[src/rtl/instruction_fetch.sv]
// Instruction fetch stage: program counter, instruction register and the
// instruction-read handshake with RAM. The latched instruction is split into
// opcode and register fields for the controller and datapath.
module instruction_fetch #(
  parameter int OPCODE_WIDTH = 3,
  parameter int FIELD_WIDTH  = 4,
  parameter int TIMEOUT      = 16
) (
  input  logic                                  Clk,
  input  logic                                  Reset_n,
  input  logic                                  PC_Clr,
  input  logic                                  PC_Load,
  input  logic                                  PC_Inc,
  input  logic                                  IR_Load,
  input  logic                                  Inst_Ack,
  input  logic [OPCODE_WIDTH+3*FIELD_WIDTH-1:0] Inst_Data,
  output logic                                  Inst_Req,
  output logic [FIELD_WIDTH-1:0]                Inst_Addr,
  output logic [FIELD_WIDTH-1:0]                PC,
  output logic [OPCODE_WIDTH-1:0]               Opcode,
  output logic [FIELD_WIDTH-1:0]                Dest_Reg,
  output logic [FIELD_WIDTH-1:0]                Source_Reg1,
  output logic [FIELD_WIDTH-1:0]                Source_Reg2,
  output logic                                  Busy,
  output logic                                  Fetch_Done,
  output logic                                  Fetch_Err
);

  localparam int INST_W = OPCODE_WIDTH + 3 * FIELD_WIDTH;
  localparam int CNT_W  = $clog2(TIMEOUT + 1);

  typedef enum logic [1:0] {IDLE, FETCH, DONE, ERR} state_t;

  state_t             state, next_state;
  logic [INST_W-1:0]  ir;
  logic [CNT_W-1:0]   wait_cnt;
  logic               timed_out;
  logic               enter_fetch;

  // The last permitted wait cycle; an Ack arriving in it still wins.
  assign timed_out   = (wait_cnt == CNT_W'(TIMEOUT - 1));
  assign enter_fetch = (state != FETCH) && (next_state == FETCH);

  // Fields are fixed slices of the instruction register, so they only move when IR does.
  assign Opcode      = ir[INST_W-1 -: OPCODE_WIDTH];
  assign Dest_Reg    = ir[3*FIELD_WIDTH-1 -: FIELD_WIDTH];
  assign Source_Reg1 = ir[2*FIELD_WIDTH-1 -: FIELD_WIDTH];
  assign Source_Reg2 = ir[FIELD_WIDTH-1:0];

  // State register
  always_ff @(posedge Clk or negedge Reset_n) begin
    if (!Reset_n) state <= IDLE;
    else          state <= next_state;
  end

  // Next-state logic; IR_Load is only honoured outside FETCH
  always_comb begin
    next_state = state;
    case (state)
      IDLE:    if (IR_Load) next_state = FETCH;
      FETCH: begin
        if (Inst_Ack)       next_state = DONE;
        else if (timed_out) next_state = ERR;
      end
      DONE:    next_state = IR_Load ? FETCH : IDLE;
      ERR:     next_state = IR_Load ? FETCH : IDLE;
      default: next_state = IDLE;
    endcase
  end

  // Moore outputs decoded from the current state
  always_comb begin
    Inst_Req   = 1'b0;
    Busy       = 1'b0;
    Fetch_Done = 1'b0;
    Fetch_Err  = 1'b0;
    case (state)
      FETCH: begin
        Inst_Req = 1'b1;
        Busy     = 1'b1;
      end
      DONE:    Fetch_Done = 1'b1;
      ERR:     Fetch_Err  = 1'b1;
      default: ;
    endcase
  end

  // Program counter with clear > load > increment priority, active in every state
  always_ff @(posedge Clk or negedge Reset_n) begin
    if (!Reset_n)     PC <= '0;
    else if (PC_Clr)  PC <= '0;
    else if (PC_Load) PC <= Dest_Reg;
    else if (PC_Inc)  PC <= PC + FIELD_WIDTH'(1);
  end

  // Capture the request address from the pre-update PC when a fetch starts
  always_ff @(posedge Clk or negedge Reset_n) begin
    if (!Reset_n)         Inst_Addr <= '0;
    else if (enter_fetch) Inst_Addr <= PC;
  end

  // Wait-cycle counter, restarted on each fetch
  always_ff @(posedge Clk or negedge Reset_n) begin
    if (!Reset_n)                        wait_cnt <= '0;
    else if (enter_fetch)                wait_cnt <= '0;
    else if (state == FETCH && !Inst_Ack) wait_cnt <= wait_cnt + CNT_W'(1);
  end

  // Instruction register: RAM word on Ack, all-zero word on timeout
  always_ff @(posedge Clk or negedge Reset_n) begin
    if (!Reset_n) begin
      ir <= '0;
    end else if (state == FETCH) begin
      if (Inst_Ack)       ir <= Inst_Data;
      else if (timed_out) ir <= '0;
    end
  end

endmodule
[config.mk]
export PLATFORM = sky130hd
export DESIGN_NAME = instruction_fetch
export DESIGN_NICKNAME = d
export VERILOG_FILES = /design/src/rtl/instruction_fetch.sv
export SDC_FILE = /design/constraint.sdc
export NUM_CORES = 1
export LEC_CHECK = 0
export ABC_CLOCK_PERIOD_IN_PS = 4000
export CAP_MARGIN = 20
export CORE_MARGIN = 5
export CORE_UTILIZATION = 40
export CTS_CLUSTER_DIAMETER = 60
export CTS_CLUSTER_SIZE = 28
export DETAILED_ROUTE_END_ITERATION = 8
export PLACE_DENSITY = 0.75
export SYNTH_ARGS = -nofsm -noshare
export SYNTH_HDL_FRONTEND = slang
export SYNTH_SLANG_ARGS = --single-unit
[constraint.sdc]
create_clock -name Clk -period 4 [get_ports Clk]
set_clock_uncertainty 0.2 [all_clocks]
set_input_delay 0.8 -clock Clk [delete_from_list [all_inputs] [get_ports Clk]]
set_output_delay 0.8 -clock Clk [all_outputs]
set_load 0.03 [all_outputs]
==> results.md <==
Run status:
- The run finished with clean final reports.

GRT:
- For this run, the total global-route usage over all layers was measured as 0.147.
- The initial antenna violation count came to 0.
- The global-route wire length before repair is 4860 um.
- The via count of the first global-routing pass was 1061.
- Entering global routing, the biggest net connects 31 pins.
- The final global-route overflow total is 0.

Hold path:
- The path class of the lowest-slack min-delay path is flip-flop to flip-flop.
- The startpoint identified for the worst hold timing path is wait_cnt[4].
- The worst hold path terminates at wait_cnt[4].
- The cell depth of the worst hold path is 1.

STA:
- In the final timing run, aggregate negative setup slack is 0 ps.
- The relative max-transition margin is 0.630.
- The number of pins exceeding their max-slew limit in the final report is 0.
- Based on the critical path, the design can be clocked at up to 364 MHz.
- The shortest period the worst path allows is 2740 ps.
- The number of endpoints with negative hold slack in the final report is 0.
- After layout, the worst setup slack is 1260 ps.
- The final number of setup-violating endpoints is 0.
- For the pin with the worst max-slew slack, the measured transition is 555 ps.
- Setup repair after global routing left no endpoint under its margin.
- The hold slack is 295 ps.
- The final critical-path share of the clock period is 0.686.

CTS:
- For this design, the CTS-stage hold fixing added 0 buffers.
- In this run the post-CTS setup repair buffer count came out at 0.
- The cell at the root of the clock tree is sky130_fd_sc_hd__clkbuf_4.
- The number of clock buffers inserted by TritonCTS is 5.
- The quantity of gates resized following cts is 0.
- The clock-pin slew reported for the worst setup and hold paths after clock tree synthesis is 80 ps.
- The clock passes through at most 2 buffers.
- TritonCTS built the clock tree.
- The H-tree was split into 2 levels.
- The clock insertion delay at the later pin of the skew report is 310 ps.
- The sink count of the clock tree is 30.

Critical path:
- STA puts the critical path data required time at 3000 ps.
- The startpoint of the worst-slack reg-to-reg timing path is wait_cnt[0].
- The startpoint class of the critical path is a flip-flop.
- The worst path arrival time is 1740 ps.
- The worst register-to-register path ends at ir[9].
- The maximum fanout count along the critical path is 6.
- The capturing element type of the critical path is a primary output.
- The setup path with the least slack is of type flip-flop to primary output.
- The number of cells traversed by the worst register-to-register path is 6.
- The slack of the worst reg-to-reg path is 2120 ps.

Pwr:
- The net switching power is 457 uW.
- The total power divided by cell area is 652 nW/um2.
- The sequential power share is 0.392.
- The cell leakage power is 0.829 nW.
- The internal portion of the total power is 735 uW.
- The share of total power dissipated in the clock network is 0.141.
- The combinational group share of total power is 0.467.
- The worst ir drop on vdd is 0.000345 V.
- Of the total power, the share spent switching nets is 0.383.

Drt:
- The DRC violation count after routing is 0.
- The average via count per standard cell is 4.89.
- The final route contains 944 vias.
- The final layout contains routed wiring with a total length of 2740 um.
- In this run, the number of DRC markers left after iteration 0 of detailed routing was 29.
- The remaining antenna violation count is 0.
- The total iterations of the first detailed-routing run is 6.
- Dividing the detail-routed wire length by the instance count gives 14.2 um.

Placement:
- The instance count after placement with tap cells included is 186.
- At the end of routability-driven placement, the weighted congestion stood at 0.834.
- Detailed placement ended at an HPWL of 2090 um.
- Input and output buffers added on the ports amount to 48.
- The worst setup slack after placement is 1290 ps.

Synth:
- Yosys attributes the largest share of cell area to sky130_fd_sc_hd__dfrtp_1, sky130_fd_sc_hd__a22o_1, sky130_fd_sc_hd__mux2_2, sky130_fd_sc_hd__ha_1, sky130_fd_sc_hd__xnor2_1.
- The number of warnings printed during yosys synthesis is 0.
- Counting instances in the post-synthesis netlist gives the leading cell types as sky130_fd_sc_hd__dfrtp_1, sky130_fd_sc_hd__a22o_1, sky130_fd_sc_hd__inv_1.
- The share of flip-flops with an asynchronous set or reset after synthesis is 1.00.
- The average cell area after synthesis is 12.8 um2.
- When the netlist entered floorplanning its net count stood at 123.
- The synthesized netlist occupies a cell area of 1250 um2.
- The post-synthesis register bit count is 30.
- The most common cell in the synthesized netlist is sky130_fd_sc_hd__dfrtp_1.
- The synthesized design spends more area on one cell type than any other, namely sky130_fd_sc_hd__dfrtp_1.
- The number of flops mapped to enable cells by yosys is 0.
- The top cell type's share of synthesized area is 0.600.
- Of the synthesized area, sequential elements account for 0.600.
- The cell count after synthesis is 98.
- The count of cell types in the netlist is 31.
- The dominant synthesized flop cell is sky130_fd_sc_hd__dfrtp_1.

Floorplan:
- After floorplanning, the core was sized to cover 3030 um2.
- The floorplan step set the die width to 65.9 um.
- The floorplan step defined a die boundary enclosing 4350 um2.
- The initial utilization of the core area, before any placement, comes to 0.413.
- The die is 65.9 um tall.
- The initialized floorplan defines 20 standard-cell rows.
- Pin placement for this block handled 49 I/O pins.

Run:
- The tool flagged a number of max-cap violations equal to 0.

Layout:
- At the end of the flow the core is filled with cells to 0.604.
- The final net count is 175.
- Compared with the post-synthesis result, the final layout area differs by 46.1%.
- The number of diodes added for antenna fixing is 0.
- In the final layout, the share of cells above drive strength 1 is 0.0872.
- The filler-free cell count of the finished design is 193.
## routing by layer
metal | wire length [um] | global-route usage | share of wire
met1 | 1210 | 0.182 | 0.44
met5 | 0 | 0 | 0
met4 | 21 | 0.0457 | 0.0077
met3 | 198 | 0.0714 | 0.072
met2 | 1310 | 0.224 | 0.48
## logic make-up (layout without fill, tap and decap cells)
| group | count (synthesis) | count (layout) | synth area share |
|---|---|---|---|
| AOI/OAI and AO/OA | 27 | 27 | 0.169 |
| buffers and inverters | 11 | 62 | 0.0380 |
| xor gates and xnor gates | 4 | 4 | 0.0280 |
| DFF | 30 | 30 | 0.600 |
| and+or+nand+nor | 16 | 16 | 0.0740 |
| muxes | 7 | 7 | 0.0610 |
| adders and majority gates | 3 | 3 | 0.0300 |
## power groups by stage
stage,registers [mW],clock network [mW],logic (mW)
5_1_grt,0.484,0.190,0.592
4_1_cts,0.470,0.170,0.562
6_report,0.467,0.168,0.557
2_1_floorplan,0.623,0,0.162
3_3_place_gp,0.471,0,0.551
3_5_place_dp,0.471,0,0.561
## critical path, stage by stage, from the launching register on
cell and delay [ps]:
sky130_fd_sc_hd__dfrtp_1 420, sky130_fd_sc_hd__nand2b_1 210, sky130_fd_sc_hd__inv_1 130, sky130_fd_sc_hd__clkdlybuf4s50_1 690
## registers in the layout, summed over array words and instances (netlist names)
name / count
ir: 15
wait_cnt: 5
Inst_Addr: 4
PC: 4
state: 2
## stage by stage
step           cell area [um2]  power (mW)
4_1_cts                   1820        1.20
3_3_place_gp              1770        1.02
5_1_grt                   1830        1.27
6_report                  1830        1.19
3_5_place_dp              1770        1.03
2_1_floorplan             1250       0.785
## how the worst max path moves through the flow
| stage | from | endpoint | slack, ps | depth (start not counted) |
|---|---|---|---|---|
| floorplan | state[1] | Inst_Req | 1960 | 3 |
| global placement | Inst_Ack | ir[5] | 1330 | 3 |
| detailed placement | Inst_Ack | ir[11] | 1290 | 3 |
| CTS | state[1] | Inst_Req | 1250 | 3 |
| global route | state[1] | Inst_Req | 1150 | 3 |
| finish | state[1] | Busy | 1260 | 3 |
## placed cells by master (no fill, tap or decap), types with 2 or more instances in the layout
cell type,n
sky130_fd_sc_hd__o21a_1,2
sky130_fd_sc_hd__clkbuf_4,5
sky130_fd_sc_hd__inv_1,6
sky130_fd_sc_hd__buf_4,2
sky130_fd_sc_hd__clkdlybuf4s50_1,48
sky130_fd_sc_hd__mux2i_1,2
sky130_fd_sc_hd__mux2_2,5
sky130_fd_sc_hd__xnor2_1,3
sky130_fd_sc_hd__nand2_1,2
sky130_fd_sc_hd__nor2_1,4
sky130_fd_sc_hd__a22o_1,16
sky130_fd_sc_hd__ha_1,3
sky130_fd_sc_hd__a21oi_1,3
sky130_fd_sc_hd__dfrtp_1,30
## layout make-up
cell class | instances | area (um2)
tap | 44 | 55.1
multi-input combinational | 57 | 453
timing repair buffer | 50 | 495
clock buffer | 6 | 51.3
sequential | 30 | 751
inverter | 6 | 22.5
fill | 249 | 1200
(Power assumes the default switching activity.)
